[src/rtl/dmem_arbiter.sv]
`default_nettype none
// dmem_arbiter: round-robin arbiter giving two requesters access to one 32-bit data RAM,
// with RV32I store lane steering and load byte/half extraction and extension.
module dmem_arbiter #(
    parameter int RAM_AW  = 10,
    parameter int BYTE_AW = RAM_AW + 2
) (
    input  logic               i_clk,
    input  logic               i_rst_n,
    input  logic               i_clk_en,
    input  logic               i_a_req,
    input  logic               i_a_we,
    input  logic [BYTE_AW-1:0] i_a_addr,
    input  logic [31:0]        i_a_wdata,
    input  logic [2:0]         i_a_funct3,
    input  logic               i_b_req,
    input  logic               i_b_we,
    input  logic [BYTE_AW-1:0] i_b_addr,
    input  logic [31:0]        i_b_wdata,
    input  logic [2:0]         i_b_funct3,
    output logic               o_a_gnt,
    output logic               o_b_gnt,
    output logic               o_a_rvalid,
    output logic               o_b_rvalid,
    output logic [31:0]        o_a_rdata,
    output logic [31:0]        o_b_rdata,
    output logic               o_a_err,
    output logic               o_b_err,
    output logic               o_ram_en,
    output logic [3:0]         o_ram_we,
    output logic [RAM_AW-1:0]  o_ram_addr,
    output logic [31:0]        o_ram_wdata,
    input  logic [31:0]        i_ram_rdata,
    output logic               o_busy
);

    localparam logic [2:0] S_NONE  = 3'd0;
    localparam logic [2:0] S_RD_A  = 3'd1;
    localparam logic [2:0] S_RD_B  = 3'd2;
    localparam logic [2:0] S_ERR_A = 3'd3;
    localparam logic [2:0] S_ERR_B = 3'd4;

    logic [2:0] state_q, state_d;
    logic       rr_q, rr_d;        // 1: B wins the next conflict
    logic [1:0] off_q, off_d;
    logic [2:0] f3_q, f3_d;

    logic               gnt_any;
    logic               sel_we;
    logic [BYTE_AW-1:0] sel_addr;
    logic [31:0]        sel_wdata;
    logic [2:0]         sel_f3;
    logic               sel_legal;
    logic [31:0]        rd_shift;
    logic [31:0]        rd_ext;

    function automatic logic is_legal(input logic we, input logic [2:0] f3, input logic [1:0] a);
        case (f3)
            3'b000:  is_legal = 1'b1;
            3'b001:  is_legal = ~a[0];
            3'b010:  is_legal = (a == 2'b00);
            3'b100:  is_legal = ~we;
            3'b101:  is_legal = ~we & ~a[0];
            default: is_legal = 1'b0;
        endcase
    endfunction

    // Grants are gated by reset so every output drops the moment reset asserts.
    assign o_a_gnt = i_clk_en & i_rst_n & i_a_req & ~(i_b_req & rr_q);
    assign o_b_gnt = i_clk_en & i_rst_n & i_b_req & ~(i_a_req & ~rr_q);
    assign gnt_any = o_a_gnt | o_b_gnt;

    assign sel_we    = o_b_gnt ? i_b_we     : i_a_we;
    assign sel_addr  = o_b_gnt ? i_b_addr   : i_a_addr;
    assign sel_wdata = o_b_gnt ? i_b_wdata  : i_a_wdata;
    assign sel_f3    = o_b_gnt ? i_b_funct3 : i_a_funct3;
    assign sel_legal = is_legal(sel_we, sel_f3, sel_addr[1:0]);

    always_comb begin
        o_ram_en    = 1'b0;
        o_ram_we    = 4'b0000;
        o_ram_addr  = '0;
        o_ram_wdata = 32'h0;
        if (gnt_any && sel_legal) begin
            o_ram_en   = 1'b1;
            o_ram_addr = sel_addr[BYTE_AW-1:2];
            if (sel_we) begin
                case (sel_f3[1:0])
                    2'b00: begin
                        o_ram_we    = 4'b0001 << sel_addr[1:0];
                        o_ram_wdata = {4{sel_wdata[7:0]}};
                    end
                    2'b01: begin
                        o_ram_we    = 4'b0011 << sel_addr[1:0];
                        o_ram_wdata = {2{sel_wdata[15:0]}};
                    end
                    default: begin
                        o_ram_we    = 4'b1111;
                        o_ram_wdata = sel_wdata;
                    end
                endcase
            end
        end
    end

    always_comb begin
        state_d = S_NONE;
        rr_d    = rr_q;
        off_d   = off_q;
        f3_d    = f3_q;
        if (gnt_any) begin
            rr_d = o_a_gnt;
            if (!sel_legal) begin
                state_d = o_b_gnt ? S_ERR_B : S_ERR_A;
            end else if (!sel_we) begin
                state_d = o_b_gnt ? S_RD_B : S_RD_A;
                off_d   = sel_addr[1:0];
                f3_d    = sel_f3;
            end
        end
    end

    always_ff @(posedge i_clk or negedge i_rst_n) begin
        if (!i_rst_n) begin
            state_q <= S_NONE;
            rr_q    <= 1'b0;
            off_q   <= 2'b00;
            f3_q    <= 3'b000;
        end else begin
            state_q <= state_d;
            rr_q    <= rr_d;
            off_q   <= off_d;
            f3_q    <= f3_d;
        end
    end

    assign rd_shift = i_ram_rdata >> {off_q, 3'b000};

    always_comb begin
        case (f3_q)
            3'b000:  rd_ext = {{24{rd_shift[7]}}, rd_shift[7:0]};
            3'b001:  rd_ext = {{16{rd_shift[15]}}, rd_shift[15:0]};
            3'b100:  rd_ext = {24'h0, rd_shift[7:0]};
            3'b101:  rd_ext = {16'h0, rd_shift[15:0]};
            default: rd_ext = i_ram_rdata;
        endcase
    end

    assign o_a_rvalid = (state_q == S_RD_A);
    assign o_b_rvalid = (state_q == S_RD_B);
    assign o_a_rdata  = o_a_rvalid ? rd_ext : 32'h0;
    assign o_b_rdata  = o_b_rvalid ? rd_ext : 32'h0;
    assign o_a_err    = (state_q == S_ERR_A);
    assign o_b_err    = (state_q == S_ERR_B);
    assign o_busy     = i_rst_n & (i_a_req | i_b_req | (state_q != S_NONE));

endmodule

`default_nettype wire

[config.mk]
export PLATFORM = sky130hd
export DESIGN_NAME = dmem_arbiter
export DESIGN_NICKNAME = d
export VERILOG_FILES = /design/src/rtl/dmem_arbiter.sv
export SDC_FILE = /design/constraint.sdc
export NUM_CORES = 1
export LEC_CHECK = 0
export CAP_MARGIN = 0
export CORE_ASPECT_RATIO = 0.9
export CORE_MARGIN = 2
export CORE_UTILIZATION = 34
export DETAILED_ROUTE_END_ITERATION = 7
export PLACE_DENSITY = 0.81
export SLEW_MARGIN = 0
export SYNTH_ARGS = -nofsm -noshare
export SYNTH_HDL_FRONTEND = slang
export SYNTH_SLANG_ARGS = --single-unit
[constraint.sdc]
create_clock -name i_clk -period 3.7 [get_ports i_clk]
set_clock_uncertainty 0.15 [all_clocks]
set_input_delay 1.11 -clock i_clk [delete_from_list [all_inputs] [get_ports i_clk]]
set_output_delay 1.11 -clock i_clk [all_outputs]
set_load 0.01 [all_outputs]
# ---- After elaboration in Yosys (flattened, before gate mapping)
# Index checks and enable logic that the tools add are counted.
dict set report totals {
  ff_bits 9
  input_bits 133
  wordCells 64
}
dict set report op_classes {
  eq_ne 12
  shift 3
  mux 21
  bitwise 17
  n_reduce_logical 7
}
# operator n
set ops {}
lappend ops {{2-to-1 mux 32 bit} 5}
lappend ops {{one-hot mux 32 bit (4 select lines)} 1}
lappend ops {{one-hot mux 32 bit (2 select lines)} 1}
lappend ops {{>> shifter 32 x 5 -> 16 bit} 1}
lappend ops {{equality test 3 bit, second input constant} 5}
lappend ops {{2-to-1 mux 12 bit} 1}
lappend ops {{2-to-1 mux 3 bit} 4}
lappend ops {{2-to-1 mux 10 bit} 1}
lappend ops {{bitwise AND 1 bit} 9}
lappend ops {{equality test 3 x 1 -> 1 bit, second input constant} 3}
lappend ops {{equality test 3 x 2 -> 1 bit, second input constant} 3}
lappend ops {{2-to-1 mux 4 bit} 2}
lappend ops {{one-hot mux 4 bit (2 select lines)} 1}
lappend ops {{logical NOT 3 bit} 2}
lappend ops {{NOT 1 bit} 5}
lappend ops {{one-hot mux 1 bit (5 select lines)} 1}
lappend ops {{logical NOT 2 bit} 2}
lappend ops {{2-to-1 mux 2 bit} 2}
lappend ops {{<< shifter 1 x 2 -> 4 bit, first input constant} 1}
lappend ops {{<< shifter 2 x 2 -> 4 bit, first input constant} 1}
lappend ops {{OR 1 bit} 3}
lappend ops {{AND reduction 3 bit} 1}
lappend ops {{nonzero test 3 bit} 1}
lappend ops {{equality test 2 x 1 -> 1 bit, second input constant} 1}
lappend ops {{2 further kinds} 3}

# ---- Longest topological paths before layout
# Gate-level depths: netlist of the first run.
dict set report depth {
  depth_word 10
  depth_mapped 7
}

# ---- Worst setup path after synthesis of the first run
# No wires, ideal clock.
dict set report synth_timing {
  path_kind {in2out}
  from {input port i_b_funct3[0]}
  to {output port o_ram_wdata[31]}
  arrival_ns 2.649
  required_ns 2.440
  setup_slack_ns -0.209
  cell_stages 4
  path_buffers 0
  cell_sequence {or4_4 -> a21boi_0 -> a22oi_2 -> a2111oi_0}
}
dict set report synth_between {
  elab_chain_len 5
  word_cells_on_any_way 13
}
# item line_no
set synth_lines {}
lappend synth_lines {{from (decl)} 20} ;# input logic [2:0] i_b_funct3,
lappend synth_lines {{2-to-1 mux 3 bit (*)} 76} ;# assign sel_f3 = o_b_gnt ? i_b_funct3 : i_a_funct3;
lappend synth_lines {{equality test 3 bit (tied with other cells)} 58} ;# case (f3)
lappend synth_lines {{one-hot mux 1 bit (5 select lines) / one-hot mux 32 bit (2 select lines) (equally long branches)} {58, 88}}
lappend synth_lines {{logical AND 1 bit / 2-to-1 mux 32 bit (equally long branches)} {84, 87}}
lappend synth_lines {{2-to-1 mux 32 bit (*)} 84} ;# if (gnt_any && sel_legal) begin
lappend synth_lines {{to (decl)} 32} ;# output logic [31:0] o_ram_wdata,
# Every way passes the cells marked *; elsewhere a longest branch is shown, timed or not.

# ---- Final worst setup path of the first run
dict set report layout_timing {
  from {input port i_b_funct3[2]}
  to {output port o_ram_wdata[12]}
}
dict set report layout_between {
  elab_chain_len 5
  word_cells_on_any_way 9
}
# item line_no
set layout_lines {}
lappend layout_lines {{2-to-1 mux 3 bit (*)} 76}
lappend layout_lines {{equality test 3 bit (tied with other cells)} 58}
lappend layout_lines {{one-hot mux 1 bit (5 select lines) (*)} 58}
lappend layout_lines {{logical AND 1 bit (*)} 84}
lappend layout_lines {{2-to-1 mux 32 bit (*)} 84}
# Marked as above.

==> results.json, run 1 <==
{
  "hold_viol": 0,
  "wl_per_cell_um": 20.4,
  "viasPerCell": 5.83,
  "area_growth_syn_to_layout_pct": 132,
  "drt_iter0_drc": 306,
  "routabilityCongestion": 1.04,
  "drive_gt1_frac": 0.476,
  "cts_root_buf": "clkbuf_8",
  "outcome": "finished, violations left",
  "synth_nets": 597,
  "cts_tree": "built",
  "syn_area_um2": 3020,
  "powerDensity_nw_per_um2": 247,
  "max_cap_viol_count": 0,
  "ys_ff_latch": 9,
  "drt_pre_antenna_iters": 5,
  "slew_viol_final": 0,
  "required_ns": 2.44,
  "critPathMaxFanout": 7,
  "start_util": 0.350,
  "antennaDiodeCount": 0,
  "critPathCaptureType": "output port",
  "dpl_worst_slack_ns": -1.04,
  "clockBufferDepth": 2,
  "synth.distinct_cells": 56,
  "start_kind": "input pin",
  "yosysSeqAreaShare": 0.0747,
  "core_um2": 8610,
  "crit_arrival_ns": 2.79,
  "final_nets": 947,
  "max_freq_ghz": 0.247,
  "layout.cells.non_filler": 932,
  "synth_edf_count": 0,
  "grt_max_degree": 23,
  "wirelength_um": 19000,
  "grt_pass1_wl_um": 27600,
  "fillCellCount": 579,
  "regArea_um2": 225,
  "critPathKind": "in2out",
  "p_leak_nw": 3.36,
  "io_pins": 251,
  "clkLatencyLatePin_ns": 0.24,
  "clock-sinks": 9,
  "die_width_um": 103,
  "antenna_found_initial": 0,
  "setup_slack_ns": -0.354,
  "htreeDepth": 1,
  "die-area_um2": 9640,
  "postSynthAreaPerCell_um2": 6.50,
  "min_path_type": "reg2reg",
  "holdWs_ns": 0.426,
  "drtAntennaViolNets": 0,
  "grt_usage": 0.363,
  "hpwlAfterDp_um": 13200,
  "rsz0062_at_grt": "true",
  "synth_flop_cell": "dfrtp_1",
  "finalSetupViolCount": 94,
  "num_vias": 5431,
  "num_rows": 32,
  "path_clk_slew_ns": 0.04,
  "ir_drop_v": 0.000158,
  "remaining_drc_errors": 0,
  "place_inst": 895,
  "post-route-period-util": 1.10,
  "cts_buffers": 3,
  "port_buffers": 250,
  "synthCells": 464,
  "async_reset_ff_frac": 1.00,
  "layout_min_cycle_time_ns": 4.05,
  "synth_warnings": 0,
  "die_h_um": 93.3,
  "tightestPinTransition_ns": 1.01,
  "holdBufCountCts": 0,
  "gr-total-overflow": 0,
  "grt_pass1_vias": 5328,
  "multiInputGateArea_um2": 3270,
  "relSlewSlack": 0.326,
  "violations": "negative setup slack"
}
critical path, stage by stage:
cell and delay, ns:
buf_6 0.10, or4_4 0.55, a21boi_2 0.18, a22oi_2 0.17
clkbuf_16 0.22, a311oi_4 0.29, buf_2 0.18
repair_timing:
action / 4_1_cts / 5_1_grt
endpoints found under the hold margin: 0 / 0
gates resized for setup: 655 / 75
setup buffers: 25 / 6
endpoints found under the setup margin: 114 / 104
pin swaps: 57 / 27
gates cloned: 6 / 0
report_power, final:
part / switching [mW] / leakage [nW] / internal [mW]
clock: 0.0390 / 0.0228 / 0.0750
combinational: 0.734 / 3.23 / 0.719
sequential: 0.0451 / 0.111 / 0.120
cell type report:
type | instances | area share
inverter | 10 | 0.00607
tap | 119 | 0.0212
multi-input combinational | 400 | 0.467
timing repair buffer | 390 | 0.468
clock buffer | 4 | 0.00643
sequential | 9 | 0.0321
layer usage:
metal	up-vias	GRT usage	share of wire
li1	2433	-	-
met5	-	0	0
met4	0	0.174	0.046
met3	86	0.0583	0.089
met1	2533	0.411	0.37
met2	379	0.653	0.50
cell families (layout without fill, tap and decap cells):
family / count (synthesis) / count (layout) / share of synthesized area
simple gates: 191 / 191 / 0.301
compound gates: 157 / 157 / 0.372
buf+inv: 55 / 404 / 0.0722
mux: 52 / 52 / 0.180
flops: 9 / 9 / 0.0747
cells in the mapped netlist (2+ instances only):
cell       count  area share
nand2_1       89        0.11
a21boi_0       3      0.0075
o41ai_1        2      0.0058
mux2_4         2       0.010
nand4_1        2      0.0041
o211ai_1       8       0.020
nand2b_1       2      0.0041
a21oi_1       13       0.022
and3_1        12       0.025
o211a_1        2      0.0066
clkbuf_1      35       0.044
inv_1          8       0.010
clkinv_1       2      0.0025
a311oi_1       7       0.020
buf_2          9       0.015
a2bb2oi_1      6       0.017
nor2b_1       10       0.021
nor3_1        15       0.025
mux2i_1       48        0.16
nor2_1        28       0.035
a211oi_1      18       0.045
nand3_1        3      0.0050
o21ai_0       59       0.098
o21a_1         2      0.0050
nor4_1         2      0.0041
nand4b_1       3      0.0087
a22o_1        13       0.038
dfrtp_1        9       0.075
and2_1        15       0.031
a221oi_1      11       0.032
sequential cells by signal, summed over array words and instances, names as in the netlist:
name,count
f3_q,3
off_q,2
rr_q,1
state_q,3
layout by cell type (no fill, tap or decap), types with 11 or more instances in the layout:
| cell type | netlist | routed |
|---|---|---|
| o21ai_0 | 59 | 21 |
| buf_6 | 0 | 34 |
| buf_2 | 9 | 90 |
| o21ai_2 | 0 | 33 |
| and2_1 | 15 | 14 |
| nand2_1 | 89 | 87 |
| a22o_1 | 13 | 13 |
| dlygate4sd2_1 | 0 | 25 |
| buf_4 | 0 | 110 |
| mux2i_1 | 48 | 37 |
| clkdlybuf4s50_1 | 0 | 100 |
| clkbuf_2 | 0 | 11 |
| nor2_1 | 28 | 21 |
| and3_1 | 12 | 11 |
metrics by stage:
| step | instance area [um^2] | TNS (ns) | power, mW | utilization |
|---|---|---|---|---|
| after floorplan | 3110 | -0.207 | 0.635 | - |
| after global placement | 6440 | -88.30 | 1.16 | 0.748 |
| after detailed placement | 6440 | -91.76 | 1.17 | 0.748 |
| after CTS | 6870 | -16.92 | 1.66 | 0.798 |
| after global routing | 7010 | -18.29 | 1.81 | 0.814 |
| final | 7010 | -16.02 | 1.73 | 0.814 |
final timing paths:
kind                                              to  depth (start not counted)  slack [ns]              from
worst max register to register   f3_q[0]$_DFFE_PN0P_                          6        1.71  rr_q$_DFFE_PN0P_
worst max-delay path                 o_ram_wdata[12]                          7       -0.35     i_b_funct3[2]
min in group asynchronous        f3_q[2]$_DFFE_PN0P_                          3        0.79           i_rst_n
worst min register to register      rr_q$_DFFE_PN0P_                          2        0.43  rr_q$_DFFE_PN0P_
max in group asynchronous       off_q[0]$_DFFE_PN0P_                          3        2.47           i_rst_n
worst min-delay path                rr_q$_DFFE_PN0P_                          2        0.43  rr_q$_DFFE_PN0P_
Power figures use the tool's default switching activity.
==> inputs of run 2 (changes only) <==
Settings changed: CAP_MARGIN 0 to 20, SLEW_MARGIN 0 to not set.
==> results of run 2 <==
Final layout, timing and power as in run 1 (identical DEF).
==> inputs of run 3 (changes only) <==
Settings changed: CELL_PAD_IN_SITES_DETAIL_PLACEMENT set to 1, CELL_PAD_IN_SITES_GLOBAL_PLACEMENT set to 2, CORE_UTILIZATION 34 to 15, PLACE_DENSITY 0.81 to 0.79.
==> run 3 against run 2 <==
Compared with the run above: the flow still finishes with violations (negative setup slack); sequential power fell by 7%; clock-buffer cell count did not move; die area rose by 120%; global-route usage fell by 18 points; flip-flop and latch count did not move; setup slack improved by 0.063 ns; clock power rose by 62%; critical path type unchanged; largest cell class unchanged.
==> results.json, run 3 (same netlist as run 1, synthesis figures left out) <==
{
  "clkLatencyLatePin_ns": 0.23,
  "post-route-period-util": 1.08,
  "hold_depth": 2,
  "min_path_type": "reg2reg",
  "powerDensity_nw_per_um2": 245,
  "cts_root_buf": "clkbuf_16",
  "outcome": "finished, violations left",
  "drt_pre_antenna_iters": 4,
  "wirelength_um": 20700,
  "p_leak_nw": 3.40,
  "r2r_end": "f3_q[0]$_DFFE_PN0P_",
  "critPathMaxFanout": 6,
  "gr-total-overflow": 0,
  "holdBufCountCts": 0,
  "min_from": "rr_q$_DFFE_PN0P_",
  "grt_max_degree": 23,
  "internal-power_mw": 1.01,
  "drt_iter0_drc": 77,
  "p_clk_frac": 0.103,
  "reg_top3": "f3_q (3), state_q (3), off_q (2)",
  "routabilityCongestion": 0.811,
  "relSlewSlack": 0.305,
  "violations": "negative setup slack",
  "grt_usage": 0.181,
  "critPathSlowestCell": "or4_4",
  "tightestPinTransition_ns": 1.04,
  "io_pins": 251,
  "remaining_drc_errors": 0,
  "viasPerCell": 4.72,
  "start_util": 0.152,
  "finalSetupViolCount": 95,
  "cts_buffers": 3,
  "placed_cell_area_um2": 6610,
  "critPathCaptureType": "output port",
  "antennaDiodeCount": 0,
  "final_nets": 946,
  "die_width_um": 153,
  "switching_power_mw": 0.788,
  "ir_drop_v": 0.000125,
  "worst-r2r-setup-slack_ns": 1.69,
  "grt_pass1_vias": 5292,
  "core_um2": 19900,
  "htreeDepth": 1,
  "worstPathCellList": "buf_6 -> or4_4 -> a21boi_2 -> a22oi_2 -> buf_12 -> buf_8 -> a311oi_2 -> buf_2",
  "die_h_um": 139,
  "grt_pass1_wl_um": 31000,
  "hold_viol": 0,
  "drtAntennaViolNets": 0,
  "crit_path_start": "i_b_addr[1]",
  "die-area_um2": 21300,
  "totalNegativeSetupSlack_ns": -13.07,
  "area_growth_syn_to_layout_pct": 143,
  "setup_slack_ns": -0.291,
  "port_buffers": 250,
  "sw_frac_of_total": 0.438,
  "slew_viol_final": 0,
  "rsz0062_at_grt": "true",
  "final_cell_mix": "101 x buf_4, 98 x clkdlybuf4s50_1, 89 x buf_2",
  "worstHoldEndpoint": "rr_q$_DFFE_PN0P_",
  "path_clk_slew_ns": 0.04,
  "layout_min_cycle_time_ns": 3.99,
  "wl_per_cell_um": 19.4,
  "max_freq_ghz": 0.251,
  "clock-sinks": 9,
  "r2r-start": "rr_q$_DFFE_PN0P_",
  "critPathKind": "in2out",
  "crit_arrival_ns": 2.73,
  "power_frac_seq": 0.085,
  "finalInstanceArea_um2": 7330,
  "layout.cells.non_filler": 1067,
  "place_inst": 1029,
  "num_rows": 49,
  "pwr-share-comb": 0.812,
  "num_vias": 5031,
  "drive_gt1_frac": 0.469,
  "cts_tree": "built",
  "final_common_cell": "buf_4",
  "antenna_found_initial": 0,
  "slowest_delay_ns": 0.53,
  "clockBufferDepth": 2,
  "hpwlAfterDp_um": 16000,
  "required_ns": 2.44,
  "ff2ff_path_depth": 6,
  "start_kind": "input pin",
  "max_cap_viol_count": 0
}
run 3: power groups by stage:
stage / registers [mW] / clock network, mW / logic (mW)
detailed placement: 0.147 / 0 / 1.06
CTS: 0.154 / 0.188 / 1.43
floorplan: 0.139 / 0 / 0.496
global route: 0.159 / 0.196 / 1.56
finish: 0.153 / 0.185 / 1.46
global placement: 0.147 / 0 / 1.05
run 3: what timing repair did:
| action | 4_1_cts | 5_1_grt |
|---|---|---|
| pin swaps | 71 | 26 |
| buffers inserted | 24 | 9 |
| hold endpoints to repair | 0 | 0 |
| setup endpoints to repair | 114 | 100 |
| resized for setup | 693 | 69 |
| gates cloned | 6 | 0 |
run 3: worst max-delay path, delay by kind of cell:
family	cells	cell delay, ns
buffers and inverters	4	0.58
AO/OA/AOI/OAI	3	0.50
AND/OR/NAND/NOR	1	0.53
run 3: cell type report:
class                      instances  area [um^2]
clock buffer                       4         78.8
tap                              255          319
sequential                         9          225
multi-input combinational        400         3280
fill                            2421        12500
timing repair buffer             389         3390
inverter                          10         42.5
run 3: routing by layer:
layer | global-route usage | routed length [um] | vias up
met2 | 0.338 | 10800 | 216
li1 | - | - | 2428
met3 | 0.0417 | 1600 | 11
met5 | 0 | 0 | -
met4 | 0.0304 | 214 | 0
met1 | 0.212 | 8090 | 2376
run 3: worst max path at each step:
stage / end / slack, ns / cells past startpoint
after CTS: o_ram_wdata[13] / -0.38 / 8
after global routing: o_ram_wdata[31] / -0.36 / 8
after floorplan: o_ram_addr[0] / -0.02 / 6
final: o_ram_wdata[13] / -0.29 / 8
after global placement: o_ram_wdata[26] / -1.17 / 6
after detailed placement: o_ram_wdata[26] / -1.17 / 6
run 3: per-stage QoR:
stage / power [mW] / worst slack [ns] / util / hold WS, ns
floorplan: 0.635 / -0.0230 / - / 0.325
global placement: 1.20 / -1.17 / 0.333 / 0.364
detailed placement: 1.21 / -1.17 / 0.333 / 0.387
CTS: 1.78 / -0.383 / 0.353 / 0.405
global route: 1.92 / -0.361 / 0.369 / 0.445
finish: 1.80 / -0.291 / 0.369 / 0.420
